--- src/rtl/imem_loader.sv ---
// rtl/imem_loader.sv - byte-stream program loader packing little-endian words into instruction memory
// Holds the core in reset until load_len words have been written; times out on a stalled source.
module imem_loader #(
  parameter int PC_SIZE        = 10,
  parameter int TIMEOUT_CYCLES = 1024
) (
  input  logic               clock,
  input  logic               reset,
  input  logic               load_start,
  input  logic [PC_SIZE-1:0] load_len,
  input  logic               load_abort,
  input  logic               byte_valid,
  input  logic [7:0]         byte_data,
  output logic               byte_ready,
  output logic               imem_we,
  output logic [PC_SIZE-1:0] imem_addr,
  output logic [31:0]        imem_data,
  output logic               core_reset,
  output logic               load_done,
  output logic               load_error
);

  localparam int TW = $clog2(TIMEOUT_CYCLES + 1);

  typedef enum logic [2:0] {S_IDLE, S_RECV, S_WRITE, S_DONE, S_ERROR} state_t;

  state_t             state, state_n;
  logic [PC_SIZE-1:0] len_q, len_n;
  logic [PC_SIZE-1:0] word_idx, word_idx_n;
  logic [1:0]         byte_idx, byte_idx_n;
  logic [TW-1:0]      timer, timer_n;
  logic [31:0]        word_buf, word_buf_n;
  logic               ready_q;
  logic               xfer;

  // Abort must block a transfer in the very cycle it is raised.
  assign byte_ready = ready_q & ~load_abort;
  assign xfer       = byte_valid & byte_ready;

  always_comb begin
    state_n    = state;
    len_n      = len_q;
    word_idx_n = word_idx;
    byte_idx_n = byte_idx;
    timer_n    = timer;
    word_buf_n = word_buf;
    if (load_abort) begin
      state_n    = S_IDLE;
      byte_idx_n = 2'd0;
      timer_n    = '0;
    end else begin
      case (state)
        S_IDLE, S_DONE, S_ERROR: begin
          if (load_start) begin
            len_n      = load_len;
            word_idx_n = '0;
            byte_idx_n = 2'd0;
            timer_n    = '0;
            state_n    = (load_len == '0) ? S_DONE : S_RECV;
          end
        end
        S_RECV: begin
          if (xfer) begin
            word_buf_n[{byte_idx, 3'b000} +: 8] = byte_data;
            byte_idx_n = byte_idx + 2'd1;
            timer_n    = '0;
            if (byte_idx == 2'd3) state_n = S_WRITE;
          end else begin
            timer_n = timer + 1'b1;
            if (timer_n == TW'(TIMEOUT_CYCLES)) state_n = S_ERROR;
          end
        end
        S_WRITE: begin
          word_idx_n = word_idx + 1'b1;
          state_n    = (word_idx_n == len_q) ? S_DONE : S_RECV;
        end
        default: state_n = S_IDLE;
      endcase
    end
  end

  // Outputs are registered from the next state so they line up with the state they describe.
  always_ff @(posedge clock or posedge reset) begin
    if (reset) begin
      state      <= S_IDLE;
      len_q      <= '0;
      word_idx   <= '0;
      byte_idx   <= 2'd0;
      timer      <= '0;
      word_buf   <= '0;
      ready_q    <= 1'b0;
      imem_we    <= 1'b0;
      imem_addr  <= '0;
      imem_data  <= '0;
      core_reset <= 1'b1;
      load_done  <= 1'b0;
      load_error <= 1'b0;
    end else begin
      state      <= state_n;
      len_q      <= len_n;
      word_idx   <= word_idx_n;
      byte_idx   <= byte_idx_n;
      timer      <= timer_n;
      word_buf   <= word_buf_n;
      ready_q    <= (state_n == S_RECV);
      imem_we    <= (state_n == S_WRITE);
      core_reset <= (state_n != S_DONE);
      load_done  <= (state_n == S_DONE);
      load_error <= (state_n == S_ERROR);
      if (state_n == S_WRITE) begin
        imem_addr <= word_idx;
        imem_data <= word_buf_n;
      end
    end
  end

endmodule

--- config.mk ---
export PLATFORM = sky130hd
export DESIGN_NAME = imem_loader
export DESIGN_NICKNAME = d
export VERILOG_FILES = /design/src/rtl/imem_loader.sv
export SDC_FILE = /design/constraint.sdc
export NUM_CORES = 1
export LEC_CHECK = 0
export CAP_MARGIN = 10
export CORE_MARGIN = 4
export CORE_UTILIZATION = 40
export CTS_CLUSTER_DIAMETER = 120
export DETAILED_ROUTE_END_ITERATION = 6
export GPL_ROUTABILITY_DRIVEN = 0
export PLACE_DENSITY = 0.66
export SLEW_MARGIN = 20
export SYNTH_ARGS = -nofsm -noshare
export SYNTH_HDL_FRONTEND = slang
export SYNTH_SLANG_ARGS = --single-unit
--- constraint.sdc ---
create_clock -name clock -period 4.45 [get_ports clock]
set_input_delay 0.89 -clock clock [delete_from_list [all_inputs] [get_ports clock]]
set_output_delay 0.89 -clock clock [all_outputs]
set_load 0.02 [all_outputs]
==> results of run 1 <==
state kept, by name (all words and copies together) (netlist names), 2 cells and up:
signal and cells:
state 3, word_idx 10, imem_addr 10, len_q 10
word_buf 32, byte_idx 2, imem_data 32, timer 11
power by group through the flow:
stage / logic (W) / registers (W) / clock network (W)
after detailed placement: 0.000254 / 0.00117 / 0
after floorplan: 0.000185 / 0.00115 / 0
after CTS: 0.000254 / 0.00115 / 0.00137
after global placement: 0.000245 / 0.00116 / 0
after global routing: 0.000290 / 0.00116 / 0.00142
final: 0.000250 / 0.00115 / 0.00133
cells by family after synthesis:
| kind of cell | count (synthesis) |
|---|---|
| XOR/XNOR | 20 |
| AND/OR/NAND/NOR | 169 |
| multiplexers | 52 |
| AO/OA/AOI/OAI | 96 |
| flip-flops | 115 |
| buffers and inverters | 27 |
| adder cells (fa/ha/maj) | 8 |
cell type report:
cell class | count | area share
sequential | 115 | 0.432
multi-input combinational | 345 | 0.335
timing repair buffer | 72 | 0.109
clock buffer | 23 | 0.0718
tap | 172 | 0.0323
clock inverter | 5 | 0.0154
inverter | 6 | 0.00376
critical path: cells and delay by family:
family | cells | cell delay [ns]
AND/OR/NAND/NOR | 1 | 0.26
buffers and inverters | 2 | 1.28
path summary, 6_finish.rpt:
kind | from | endpoint | slack, ns | depth (start not counted)
max | load_abort | byte_ready | 1.13 | 3
min | word_buf[2]$_DFF_PP0_ | word_buf[2]$_DFF_PP0_ | 0.49 | 2
max reg2reg | word_idx[0]$_DFFE_PP0P_ | load_done$_DFF_PP0_ | 1.90 | 7
min reg2reg | word_buf[2]$_DFF_PP0_ | word_buf[2]$_DFF_PP0_ | 0.49 | 2
max in group asynchronous | reset | timer[5]$_DFFE_PP0P_ | 2.86 | 3
min in group asynchronous | reset | load_done$_DFF_PP0_ | 0.80 | 2
cell usage after synthesis, types with 4 or more instances:
library cell	instances	area, um^2
and2_1	5	31.3
and3_1	4	25.0
nand2_1	93	349
nand3_1	9	45.0
xnor2_1	11	96.3
ha_1	8	100
xor2_1	9	78.8
a21oi_1	8	40.0
mux2_2	47	529
dfrtp_1	114	2850
nor3_1	8	40.0
inv_1	4	15.0
o21ai_0	26	130
mux2_1	4	45.0
nand4_1	8	50.1
o31ai_1	5	37.5
clkbuf_1	11	41.3
o21ai_1	39	195
nor2_1	21	78.8
buf_2	6	30.0
metrics by stage:
| step | util | instance area, um^2 |
|---|---|---|
| after global routing | 0.523 | 6660 |
| after detailed placement | 0.478 | 6080 |
| after floorplan | - | 5230 |
| after global placement | 0.477 | 6070 |
| after CTS | 0.523 | 6660 |
| final | 0.523 | 6660 |
layer usage:
metal / routed length [um] / part of all wire / GRT usage / up-vias
met4: 230 / 0.020 / 0.0721 / 0
met2: 5340 / 0.47 / 0.254 / 88
li1: - / - / - / 1847
met5: 0 / 0 / 0 / -
met3: 601 / 0.053 / 0.0461 / 21
met1: 5150 / 0.46 / 0.219 / 1845
==> summary.md, run 1 <==
| Metric | Value |
|---|---|
| Status | finished clean |
| Total Routing Usage GR | 0.165 |
| Pint | 0.00212 W |
| Critical Path AT | 2.43 ns |
| Layout Cells excl Fill | 738 |
| Area growth from synthesis to layout | 27.3% |
| Critical Path RT | 3.56 ns |
| Main combinational cell family by area after synthesis | simple AND/OR/NAND/NOR gates |
| # diodes | 0 |
| Worst hold path type | reg -> reg |
| Register area | 2880 um^2 |
| Clk pin slew, worst setup/hold paths | 0.05 ns |
| Commonest cells after routing, fill and taps aside | 114 x dfrtp_1, 93 x nand2_1, 69 x clkdlybuf4s50_1 |
| Largest net degree at the start of global routing | 93 |
| Final setup violation count | 0 |
| Slew Limit Fails | 0 |
| CP Capture Type | output port |
| Clock Root Buffer | clkbuf_16 |
| Worst hold slack | 0.491 ns |
| Fill cells | 1174 |
| Die Area | 15000 um^2 |
| Static Leakage | 2.88 nW |
| Post-Syn Instances | 487 |
| First-pass GRT wire length | 19.1 mm |
| Post-synth EDFFs | 0 |
| Rows | 41 |
| Vias in the first global route | 3852 |
| Core Area | 12700 um^2 |
| Critical path, cell by cell | clkdlybuf4s50_1 -> nor2b_1 -> clkdlybuf4s50_1 |
| Clock sinks | 115 |
| IO Count | 70 |
| Synth Warn # | 0 |
| # resized after CTS | 0 |
| Iter 0 DRT Violations | 213 |
| Synth Flop Type | dfrtp_1 |
| Worst Skew | 0.00662 ns |
| Net Sw Power | 0.000617 W |
| Via density | 5.15 |
| Syn Nets | 518 |
| Critical path's most frequent cell | clkdlybuf4s50_1 |
| Peak VDD IR | 0.207 mV |
| Place WS | 0.990 ns |
| Post-synthesis sequential area ratio | 0.550 |
| Crit path launch type | input port |
| CP max FO | 12 |
| Unrepaired setup endpoints after global routing | false |
| Number of synthesized register bits | 115 |
| DR WL/cell | 15.3 um |
| Total CTS buffers | 17 |
| Synth Area in XOR/XNOR | 0.0335 |
| Post-Synthesis Cell Area | 5230 um^2 |
| Area occupied by multi-input gates | 2230 um^2 |
| Fin crit share | 0.746 |
| Routed Wire Length | 11.3 mm |
| Final worst slack | 1.13 ns |
| Gr ovfl total | 0 |
| Combinational Power Share | 0.091 |
| Slowest library cell on the worst path | clkdlybuf4s50_1 |
| Crit-path max cell delay | 0.65 ns |
| Mux share of post-synthesis cell area | 0.112 |
| Die width | 122 um |
| Layout Nets | 588 |
| Starting Density | 0.411 |
| Syn_area_per_cell | 10.7 um^2 |
| Worst Tran Pin Value | 1.00 ns |
| Post-CTS Setup Bufs | 0 |
| Port-buffer cells | 69 |
| CTS Hold Buffers Added | 0 |
| Depth of the CTS H-tree | 4 |
| Clock power frac | 0.488 |
| Part of the power in registers | 0.421 |
| Via count | 3801 |
| Switch share | 0.226 |
| DRC errors left | 0 |
| Fmax | 301 MHz |
| Slew Limit Headroom | 0.332 |
| Die Y | 122 um |
| Longest Clk Path Bufs | 2 |
| Fin crit period | 3.32 ns |
| Worst setup path class | in -> out |
| DRT Pass-1 Iters | 4 |
| Placed cells | 710 |
| Synth Area in Compound Gates | 0.109 |
| P per Cell Area | 411 nW/um^2 |
| Post-synth cell types | 55 |
| TritonCTS clock tree | done |
| Commonest non-fill, non-tap cell in the layout | dfrtp_1 |
| Initial antenna violation count | 0 |
| Post-Synth Adder-Cell Area | 0.0191 |
| Post-detail-place hpwl | 7.87 mm |
| Max-cap violations | 0 |
| Setup Total Neg Slack | 0 ns |
| Simple-Gate Fraction of Synth Area | 0.153 |
| Power after layout | 0.00273 W |
| Layout cells sized above 1 | 0.152 |
| Final ANT Viol Nets | 0 |
| Insertion delay to the later sink of the worst-skew pair | 0.41 ns |
| Ys async rst share | 1.00 |
| Fin. Hold Viols | 0 |
Note: power is estimated with default switching activity, not from simulation.
==> run 2, diff against run 1 <==
==> constraint.sdc (replaced) <==
create_clock -name clock -period 3.5 [get_ports clock]
set_input_delay 0.7 -clock clock [delete_from_list [all_inputs] [get_ports clock]]
set_output_delay 0.7 -clock clock [all_outputs]
set_load 0.02 [all_outputs]
==> summary.md, run 2 (same netlist as run 1, synthesis figures left out) <==
| Metric | Value |
|---|---|
| Status | finished clean |
| Initial antenna violation count | 0 |
| Layout Nets | 591 |
| FF-to-FF End | load_done$_DFF_PP0_ |
| Clk pin slew, worst setup/hold paths | 0.05 ns |
| Critical Path RT | 2.80 ns |
| P per Cell Area | 516 nW/um^2 |
| Slew Limit Fails | 0 |
| # diodes | 0 |
| Final setup violation count | 0 |
| Setup Total Neg Slack | 0 ns |
| Max-cap violations | 0 |
| Via density | 5.12 |
| FF-to-FF path depth | 7 |
| Crit-path max cell delay | 0.65 ns |
| Total CTS buffers | 17 |
| Slew Limit Headroom | 0.316 |
| Critical Path AT | 2.28 ns |
| IO Count | 70 |
| Top Family by Delay on Critical Path | buffers and inverters |
| Register area | 2880 um^2 |
| CP max FO | 12 |
| Fin util | 0.526 |
| Biggest regs | imem_data: 32 flops, word_buf: 32 flops, timer: 11 flops |
| Worst Tran Pin Value | 1.02 ns |
| Worst hold path type | reg -> reg |
| Clock sinks | 115 |
| CP startpoint | load_abort |
| Insertion delay to the later sink of the worst-skew pair | 0.41 ns |
| CP Capture Type | output port |
| Worst path bufs/invs | 2 |
| DRT Pass-1 Iters | 4 |
| Fmax | 336 MHz |
| Placement-stage cell area | 6110 um^2 |
| Worst r2r src | word_idx[0]$_DFFE_PP0P_ |
| Via count | 3807 |
| Final ANT Viol Nets | 0 |
| Rows | 41 |
| Fill cells | 1184 |
| Gr ovfl total | 0 |
| Commonest non-fill, non-tap cell in the layout | dfrtp_1 |
| Commonest cells after routing, fill and taps aside | 114 x dfrtp_1, 93 x nand2_1, 69 x clkdlybuf4s50_1 |
| Longest Clk Path Bufs | 2 |
| TritonCTS clock tree | done |
| Instance count on the critical path | 3 |
| CTS Hold Buffers Added | 0 |
| Starting Density | 0.411 |
| Unrepaired setup endpoints after global routing | false |
| Die Y | 122 um |
| Critical path's most frequent cell | clkdlybuf4s50_1 |
| Fin crit share | 0.850 |
| Layout cells sized above 1 | 0.164 |
| Post-route cell area | 6690 um^2 |
| Port-buffer cells | 69 |
| Post-CTS Setup Bufs | 0 |
| Die Area | 15000 um^2 |
| Clock Root Buffer | clkbuf_16 |
| DR WL/cell | 15.3 um |
| Area occupied by multi-input gates | 2230 um^2 |
| Post-detail-place hpwl | 7.86 mm |
| Crit path capture | byte_ready |
| Fin crit period | 2.98 ns |
| DRC errors left | 0 |
| Fin. Hold Viols | 0 |
| Vias in the first global route | 3875 |
| Peak VDD IR | 0.303 mV |
| First-pass GRT wire length | 19.3 mm |
| Area growth from synthesis to layout | 27.9% |
| Static Leakage | 2.91 nW |
| # resized after CTS | 0 |
| Critical path, cell by cell | clkdlybuf4s50_1 -> nor2b_1 -> clkdlybuf4s50_1 |
| Die width | 122 um |
| Reg2reg setup slack | 0.98 ns |
| Crit path launch type | input port |
| Slowest library cell on the worst path | clkdlybuf4s50_1 |
| Routed Wire Length | 11.4 mm |
| Total Routing Usage GR | 0.166 |
| Worst Skew | 0.00763 ns |
| Iter 0 DRT Violations | 245 |
| Worst setup path class | in -> out |
| Core Area | 12700 um^2 |
| Depth of the CTS H-tree | 4 |
| Largest net degree at the start of global routing | 116 |
run 2: changes by cell type in the layout (fill, tap and decap cells not counted):
| cell | change |
|---|---|
| buf_4 | +2 |
| clkinv_4 | +2 |
| inv_4 | -1 |
| clkinv_2 | +5 |
| buf_12 | +1 |
| clkbuf_1 | -2 |
| bufinv_16 | -1 |
run 2: report_power, final:
part | leakage, nW | switching, W | internal (W) | total (W)
Clock | 0.292 | 0.000581 | 0.00109 | 0.00167
Combinational | 1.04 | 0.000192 | 0.000131 | 0.000323
Sequential | 1.57 | 0.0000529 | 0.00141 | 0.00146
Total | 2.91 | 0.000826 | 0.00263 | 0.00346
run 2: worst min path at each step:
stage / from / to / slack [ns] / depth (start not counted)
global route: imem_addr[4]$_DFFE_PP0N_ / imem_addr[4]$_DFFE_PP0N_ / 0.51 / 1
detailed placement: word_buf[12]$_DFF_PP0_ / word_buf[12]$_DFF_PP0_ / 0.48 / 2
CTS: word_buf[15]$_DFF_PP0_ / word_buf[15]$_DFF_PP0_ / 0.49 / 2
finish: word_buf[2]$_DFF_PP0_ / word_buf[2]$_DFF_PP0_ / 0.49 / 2
floorplan: word_buf[0]$_DFF_PP0_ / word_buf[0]$_DFF_PP0_ / 0.45 / 2
global placement: word_buf[10]$_DFF_PP0_ / word_buf[10]$_DFF_PP0_ / 0.47 / 2
run 2: per-stage QoR:
stage,setup slack (ns),total power [W],cells,hold WS [ns]
6_report,0.525,0.00346,744,0.488
5_1_grt,0.433,0.00362,744,0.513
4_1_cts,0.546,0.00350,744,0.492
3_5_place_dp,0.503,0.00181,713,0.480
3_3_place_gp,0.527,0.00179,713,0.466
2_1_floorplan,1.29,0.00170,487,0.453
run 2: layout make-up:
| type | count | area share |
|---|---|---|
| sequential | 115 | 0.430 |
| clock inverter | 10 | 0.0161 |
| inverter | 6 | 0.00393 |
| clock buffer | 21 | 0.0703 |
| tap | 172 | 0.0322 |
| timing repair buffer | 75 | 0.114 |
| multi-input combinational | 345 | 0.334 |
run 2: tightest hold or removal path, delay by kind of cell, from the launching register on:
family	cells	cell delay (ns)
AND/OR/NAND/NOR	1	0.04
flip-flops	1	0.32
AO/OA/AOI/OAI	1	0.08
run 2: per-layer routing:
layer | global-route usage | up-vias | part of all wire
met5 | 0 | - | 0
met4 | 0.0679 | 0 | 0.018
met3 | 0.0516 | 16 | 0.039
met2 | 0.257 | 61 | 0.47
met1 | 0.218 | 1885 | 0.47
li1 | - | 1845 | -
